`config.mk`:
```
export PLATFORM = sky130hd
export DESIGN_NAME = benes_route_ctrl
export DESIGN_NICKNAME = d
export VERILOG_FILES = /design/src/rtl/benes_route_ctrl_pkg.sv /design/src/rtl/benes_cfg_bank.sv /design/src/rtl/benes_route_ctrl.sv
export SDC_FILE = /design/constraint.sdc
export NUM_CORES = 1
export LEC_CHECK = 0
export CORE_ASPECT_RATIO = 0.6
export CORE_UTILIZATION = 48
export DETAILED_ROUTE_END_ITERATION = 10
export PLACE_DENSITY = 0.74
export RECOVER_POWER = 50
export SYNTH_ARGS = -nofsm -noshare
export SYNTH_HDL_FRONTEND = slang
export SYNTH_SLANG_ARGS = --single-unit
```
`constraint.sdc`:
```
create_clock -name clk -period 26.5 [get_ports clk]
set_input_delay 5.3 -clock clk [delete_from_list [all_inputs] [get_ports clk]]
set_output_delay 5.3 -clock clk [all_outputs]
set_load 0.005 [all_outputs]
```
`src/rtl/benes_route_ctrl_pkg.sv`:
```
// Shared parameters, types and helpers for the Benes route controller.
// Latency: none (declarations only).
// Backpressure: none (declarations only).
package benes_route_ctrl_pkg;

    localparam int SIZE       = 32;
    localparam int SWITCH_NUM = SIZE / 2;
    localparam int STAGE_NUM  = 2 * $clog2(SIZE) - 1;
    localparam int CFG_CTX    = 4;
    localparam int CTX_W      = $clog2(CFG_CTX);

    // Stage index width on the config port; must cover STAGE_NUM-1 and the
    // out-of-range values that raise cfg_err.
    localparam int STAGE_W    = 4;

    // In-flight counter must hold one count per pipeline entry plus headroom.
    localparam int CNT_W      = $clog2(STAGE_NUM + 2);

    // Context pipeline: one entry per stage plus the output-alignment entry.
    localparam int PIPE_DEPTH = STAGE_NUM + 1;

    typedef logic [CTX_W-1:0]      ctx_id_t;
    typedef logic [SWITCH_NUM-1:0] stage_cfg_t;
    typedef logic [STAGE_W-1:0]    stage_idx_t;
    typedef logic [STAGE_NUM-1:0]  stage_mask_t;
    typedef logic [CNT_W-1:0]      inflight_t;

    localparam stage_idx_t STAGE_LIMIT = stage_idx_t'(STAGE_NUM);

    typedef enum logic [1:0] {
        CTX_EMPTY   = 2'd0,
        CTX_PARTIAL = 2'd1,
        CTX_READY   = 2'd2
    } ctx_state_t;

    // One context-pipeline entry: a vector tag travelling alongside the data.
    typedef struct packed {
        logic    vld;
        ctx_id_t ctx;
    } pipe_ent_t;

    // Classify a context from its written-stage mask.
    function automatic ctx_state_t ctx_state(input stage_mask_t mask);
        ctx_state_t st;
        if (mask == '0) begin
            st = CTX_EMPTY;
        end else if (&mask) begin
            st = CTX_READY;
        end else begin
            st = CTX_PARTIAL;
        end
        return st;
    endfunction

    // True when a config stage index addresses a real stage.
    function automatic logic stage_in_range(input stage_idx_t stage);
        return stage < STAGE_LIMIT;
    endfunction

endpackage

```
`src/rtl/benes_cfg_bank.sv`:
```
// Context memory: per-context stage words, written-stage masks, ready flags.
// Latency: writes/clears land at the clock edge; reads are combinational.
// Backpressure: none; the caller decides when a write or clear may happen.
module benes_cfg_bank
    import benes_route_ctrl_pkg::*;
(
    input  logic                                 clk,
    input  logic                                 rst,
    input  logic                                 wr_en,
    input  logic [CTX_W-1:0]                     wr_ctx,
    input  logic [STAGE_W-1:0]                   wr_stage,
    input  logic [SWITCH_NUM-1:0]                wr_bits,
    input  logic                                 clr_en,
    input  logic [CTX_W-1:0]                     clr_ctx,
    input  logic [STAGE_NUM-1:0][CTX_W-1:0]      rd_ctx,
    output logic [STAGE_NUM-1:0][SWITCH_NUM-1:0] rd_data,
    output logic [CFG_CTX-1:0]                   ctx_ready
);

    stage_cfg_t  mem  [CFG_CTX][STAGE_NUM];
    stage_mask_t mask [CFG_CTX];
    logic        wr_ok;

    // Out-of-range stage indices never touch memory or masks.
    assign wr_ok = wr_en && stage_in_range(wr_stage);

    // Stage word storage; contents survive a clear so only the mask is reset.
    always_ff @(posedge clk or posedge rst) begin
        if (rst) begin
            for (int c = 0; c < CFG_CTX; c++) begin
                for (int s = 0; s < STAGE_NUM; s++) begin
                    mem[c][s] <= '0;
                end
            end
        end else if (wr_ok) begin
            mem[wr_ctx][wr_stage] <= wr_bits;
        end
    end

    // Written-stage masks; a clear wipes the whole context at once.
    always_ff @(posedge clk or posedge rst) begin
        if (rst) begin
            for (int c = 0; c < CFG_CTX; c++) begin
                mask[c] <= '0;
            end
        end else if (clr_en) begin
            mask[clr_ctx] <= '0;
        end else if (wr_ok) begin
            mask[wr_ctx][wr_stage] <= 1'b1;
        end
    end

    // One read port per stage, each addressed by the context entering that stage.
    always_comb begin
        rd_data = '0;
        for (int k = 0; k < STAGE_NUM; k++) begin
            rd_data[k] = mem[rd_ctx[k]][k];
        end
    end

    // Ready flags come straight from the registered masks, so a write is
    // visible to admission on the following cycle.
    always_comb begin
        ctx_ready = '0;
        for (int c = 0; c < CFG_CTX; c++) begin
            ctx_ready[c] = (ctx_state(mask[c]) == CTX_READY);
        end
    end

endmodule

```
`src/rtl/benes_route_ctrl.sv`:
```
// Route controller: admits tagged vectors and drives per-stage switch settings.
// Latency: stage k setting in cycle T+1+k after admission at T; out_valid at T+1+STAGE_NUM.
// Backpressure: in_ready only from context readiness; cfg_ready low while the context is in use.
module benes_route_ctrl
    import benes_route_ctrl_pkg::*;
(
    input  logic                                 clk,
    input  logic                                 rst,
    input  logic                                 cfg_valid,
    output logic                                 cfg_ready,
    input  logic                                 cfg_clear,
    input  logic [CTX_W-1:0]                     cfg_ctx,
    input  logic [STAGE_W-1:0]                   cfg_stage,
    input  logic [SWITCH_NUM-1:0]                cfg_bits,
    output logic                                 cfg_err,
    output logic [CFG_CTX-1:0]                   ctx_ready,
    input  logic                                 in_valid,
    input  logic [CTX_W-1:0]                     in_ctx,
    output logic                                 in_ready,
    output logic [0:STAGE_NUM-1][SWITCH_NUM-1:0] stage_set,
    output logic                                 out_valid,
    output logic [CTX_W-1:0]                     out_ctx
);

    logic                                 in_fire;
    logic                                 cfg_fire;
    logic                                 cfg_wr;
    logic                                 cfg_clr;
    inflight_t                            inflight [CFG_CTX];
    pipe_ent_t                            pipe     [PIPE_DEPTH];
    pipe_ent_t                            pipe_nxt [PIPE_DEPTH];
    logic [STAGE_NUM-1:0][CTX_W-1:0]      rd_ctx;
    logic [STAGE_NUM-1:0][SWITCH_NUM-1:0] rd_data;

    benes_cfg_bank u_bank (
        .clk       (clk),
        .rst       (rst),
        .wr_en     (cfg_wr),
        .wr_ctx    (cfg_ctx),
        .wr_stage  (cfg_stage),
        .wr_bits   (cfg_bits),
        .clr_en    (cfg_clr),
        .clr_ctx   (cfg_ctx),
        .rd_ctx    (rd_ctx),
        .rd_data   (rd_data),
        .ctx_ready (ctx_ready)
    );

    // Handshakes: a context is writable only when nothing is in flight on it
    // and no vector for it is being admitted this cycle (admission wins).
    always_comb begin
        in_ready  = ctx_ready[in_ctx];
        in_fire   = in_valid && in_ready;
        cfg_ready = (inflight[cfg_ctx] == '0) && !(in_fire && (in_ctx == cfg_ctx));
        cfg_fire  = cfg_valid && cfg_ready;
        cfg_wr    = cfg_fire && !cfg_clear;
        cfg_clr   = cfg_fire && cfg_clear;
    end

    // Value each pipeline entry takes at the next edge; idle slots carry a
    // zero tag so out_ctx stays clean between vectors.
    always_comb begin
        pipe_nxt[0] = '0;
        if (in_fire) begin
            pipe_nxt[0] = '{vld: 1'b1, ctx: in_ctx};
        end
        for (int k = 1; k < PIPE_DEPTH; k++) begin
            pipe_nxt[k] = pipe[k-1];
        end
    end

    // Read ports look up the context about to occupy each stage, so the
    // registered setting lines up with the vector in that same cycle.
    always_comb begin
        rd_ctx = '0;
        for (int k = 0; k < STAGE_NUM; k++) begin
            rd_ctx[k] = pipe_nxt[k].ctx;
        end
    end

    // Context pipeline shift register.
    always_ff @(posedge clk or posedge rst) begin
        if (rst) begin
            for (int k = 0; k < PIPE_DEPTH; k++) begin
                pipe[k] <= '0;
            end
        end else begin
            for (int k = 0; k < PIPE_DEPTH; k++) begin
                pipe[k] <= pipe_nxt[k];
            end
        end
    end

    // Registered switch settings; empty stages fall back to bar (all zero).
    always_ff @(posedge clk or posedge rst) begin
        if (rst) begin
            stage_set <= '0;
        end else begin
            for (int k = 0; k < STAGE_NUM; k++) begin
                stage_set[k] <= pipe_nxt[k].vld ? rd_data[k] : '0;
            end
        end
    end

    // Per-context in-flight counters; simultaneous admit and retire cancel.
    always_ff @(posedge clk or posedge rst) begin
        if (rst) begin
            for (int c = 0; c < CFG_CTX; c++) begin
                inflight[c] <= '0;
            end
        end else begin
            for (int c = 0; c < CFG_CTX; c++) begin
                if (in_fire && (in_ctx == CTX_W'(c)) &&
                    !(out_valid && (out_ctx == CTX_W'(c)))) begin
                    inflight[c] <= inflight[c] + CNT_W'(1);
                end else if (!(in_fire && (in_ctx == CTX_W'(c))) &&
                             out_valid && (out_ctx == CTX_W'(c))) begin
                    inflight[c] <= inflight[c] - CNT_W'(1);
                end
            end
        end
    end

    // Sticky flag for writes aimed past the last stage.
    always_ff @(posedge clk or posedge rst) begin
        if (rst) begin
            cfg_err <= 1'b0;
        end else if (cfg_wr && !stage_in_range(cfg_stage)) begin
            cfg_err <= 1'b1;
        end
    end

    assign out_valid = pipe[PIPE_DEPTH-1].vld;
    assign out_ctx   = pipe[PIPE_DEPTH-1].ctx;

endmodule
```
==> metrics.txt <==
Worst-path clk slew 60 ps; worst hold slack 359 ps; Reg power frac slightly above 50%; Syn-to-layout area delta 14.7%; Gate power share 3.3%; gate count after technology mapping 2,106; time the final worst path needs with I/O delays and setup 17,840 ps; Slew Limit Fails a little over 600; CP Max Fanout 73; maximum number of pins on one net before global-route repair 196; switching pwr 539 uW; relative contribution of the clock network to total power 45.9%; Mapped Avg Cell Area 16.0 sq um; sequential share of the synthesized area slightly below 60%; number of buffers inserted by port buffering 182; data arrival time at the worst-slack endpoint 12,540 ps; total wire length after detailed routing 78,700 um; RSZ-0062 raised after global routing no; die extent in x 344 um; initial cell density of the core about half; share of the clock period used by the worst path after layout 67.3%; met3 capacity usage during global routing 4.21%; result of the run finished with violations; worst rel slew slack -182%; number of vias per cell 5.88; Routability Congestion 0.832; grt met1 use 33.2%; area post-placement 36,200 sq um; async set-reset flop share out of synthesis 100%; nets in the synthesized netlist 2,147; endpoints failing setup 0; worst IR drop on VDD about 0.000044 V; maximum level of the CTS H-tree 3; worst endpoint required time 21,200 ps; pre-CTS setup slack 12,730 ps; met2 demand-to-capacity share in global routing 35.3%; accumulated negative setup slack 0 ps; Worst setup EP type output port; violated checks max-capacitance violations, max-slew violations; combined area of all synthesized cells approximately 34,000 sq um; highest-count cells in the layout ignoring fill and taps 803 x dfrtp_1, 583 x mux2_2, 154 x dlygate4sd3_1; category of the critical setup timing path in2out; count of flip-flops with a built-in enable after synthesis 0; ratio of cells with drive above 1 in the final layout between 40% and 50%; area of the core region 68,700 sq um; number of resized instances in the post-cts repair step 0; hold_buf cts 0; Worst Setup Start Kind primary input; synth unique cells 53; vias in the first global route 20,100; primary flip-flop cell chosen by synthesis mapping dfrtp_1; antenna violations before repair 1; clock tree from TritonCTS done; total of max-cap violations 12; Yosys warnings 0; layer carrying the most global-route usage met2; P per Cell Area 63.8 nW/um^2; largest buffer count on any clock path 3; clock latency reported for the late side of the worst-skew pair 630 ps; iteration count of the initial detailed-routing pass 5; cell internal power dissipation 1.92 mW; worst hold-check path type reg2reg; Layout Nets 2,262; post-detailed-route count of antenna-violating nets 0; die area 71,200 sq um; First DRT Iteration DRCs 1,487; DRC Markers 0; setup clock skew after layout 33.2 ps; Final Instance Area 38,600 sq um; clock sink count 803; final hold violations 0; Yosys reg bits roughly 800; total grt overflow 0; net switching share of the total power between 20% and 30%; transition time at the pin with the least slew margin 4230 ps; setup slack after layout 8660 ps; estimated wirelength of the detail-placed design 49,000 um; Top-Level Pins 183; number of rows in the core area 74; most common library cell in the layout ignoring fill and taps dfrtp_1; maximum operating frequency 0.0561 GHz; WL per Instance between 20 and 25 um; buffer cell driving the clock tree root clkbuf_16; total routing resource utilization after global routing 22.7%; number of buffers inserted to repair setup after CTS 0; fin util 56.2%; Die Span Y 207 um; CTS buffer count 75; total via count in the routed design 18,800; first-pass GRT wire length 123,000 um; Leakage just under 20 nW
==> worst paths after layout <==
path	startpoint	to	slack [ps]	cells after the start
worst max-delay path	in_ctx[0]	cfg_ready	8660	8
worst min-delay path	pipe[5]	out_valid	360	0
worst max register to register	u_bank.mask[32]	u_bank.mem[448]	20080	6
worst min register to register	pipe[5]	out_valid	360	0
max in group asynchronous	rst	stage_set[97]	13470	4
min in group asynchronous	rst	u_bank.mem[110]	5590	2
==> worst max-delay path, stage by stage <==
cell	delay [ps]
dlygate4sd3_1	530
clkbuf_1	1110
xnor2_1	420
o2111ai_4	190
clkbuf_1	2640
and3_1	450
clkbuf_1	1170
clkdlybuf4s50_1	720
==> cell families (layout without fill, tap and decap cells) <==
family,count (synthesis),count (layout),share of synthesized area (%)
XOR/XNOR,14,14,0.364
AO/OA/AOI/OAI,92,92,1.93
flip-flops,803,803,59.7
AND/OR/NAND/NOR,264,264,5.62
multiplexers,732,732,29.3
other,0,1,0
buffers and inverters,189,361,2.55
adder cells (fa/ha/maj),12,12,0.535
==> Yosys cell counts, types with 2 or more instances <==
cell	instances	share of area, %
xor2_1	6	0.16
a21oi_1	41	0.61
buf_1	26	0.29
buf_2	41	0.61
dfrtp_1	803	60
inv_1	9	0.10
nand2b_1	5	0.093
nor4_2	2	0.074
buf_4	15	0.33
fa_1	4	0.24
and2_1	130	2.4
and3_1	18	0.33
xnor2_1	8	0.21
nand2_1	12	0.13
a21o_1	4	0.089
mux2_2	584	20
nor4_1	5	0.093
or4_1	2	0.045
buf_6	4	0.13
nor3_1	8	0.12
o2111ai_1	2	0.052
or3_1	2	0.037
a41oi_1	36	0.94
mux4_2	145	9.7
nand3_1	5	0.074
nand4_2	33	1.2
nor2_4	4	0.13
nand4_1	4	0.074
ha_1	8	0.30
mux2i_1	3	0.089
nand4_4	3	0.19
nor2_1	18	0.20
nor3_2	4	0.12
clkbuf_1	93	1.0
==> area by class of cell <==
class	instances	area, sq um
inverters	9	35.0
clock buffers	102	2170
fillers	5331	30100
diodes	1	2.50
multi-input cells	1114	12700
well taps	912	1140
repair buffers	218	2060
clock inverters	32	403
flip-flops and latches	803	20100
==> through the flow <==
step | cells | power, mW
4_1_cts | 3190 | 2.49
6_report | 3191 | 2.46
2_1_floorplan | 2106 | 1.33
3_5_place_dp | 3056 | 1.36
5_1_grt | 3190 | 2.55
3_3_place_gp | 3056 | 1.35
==> sequential cells by signal, indices dropped and copies added, names as in the netlist <==
register     cells
inflight        16
u_bank.mask     36
u_bank.mem     576
stage_set      144
out_ctx          2
pipe            27
cfg_err          1
out_valid        1
==> power groups by stage <==
| stage | combinational, mW | clock, mW | sequential (mW) |
|---|---|---|---|
| final | 0.0801 | 1.13 | 1.25 |
| after global routing | 0.0898 | 1.20 | 1.25 |
| after CTS | 0.0827 | 1.15 | 1.25 |
| after detailed placement | 0.0823 | 0 | 1.27 |
| after global placement | 0.0783 | 0 | 1.27 |
| after floorplan | 0.0557 | 0 | 1.27 |
==> routing by layer <==
| metal | vias up | wire length [um] |
|---|---|---|
| met2 | 492 | 37800 |
| li1 | 7947 | - |
| met1 | 10200 | 35500 |
| met5 | - | 0 |
| met3 | 98 | 3890 |
| met4 | 0 | 1530 |
No activity file was read; power rests on OpenSTA's default activity.
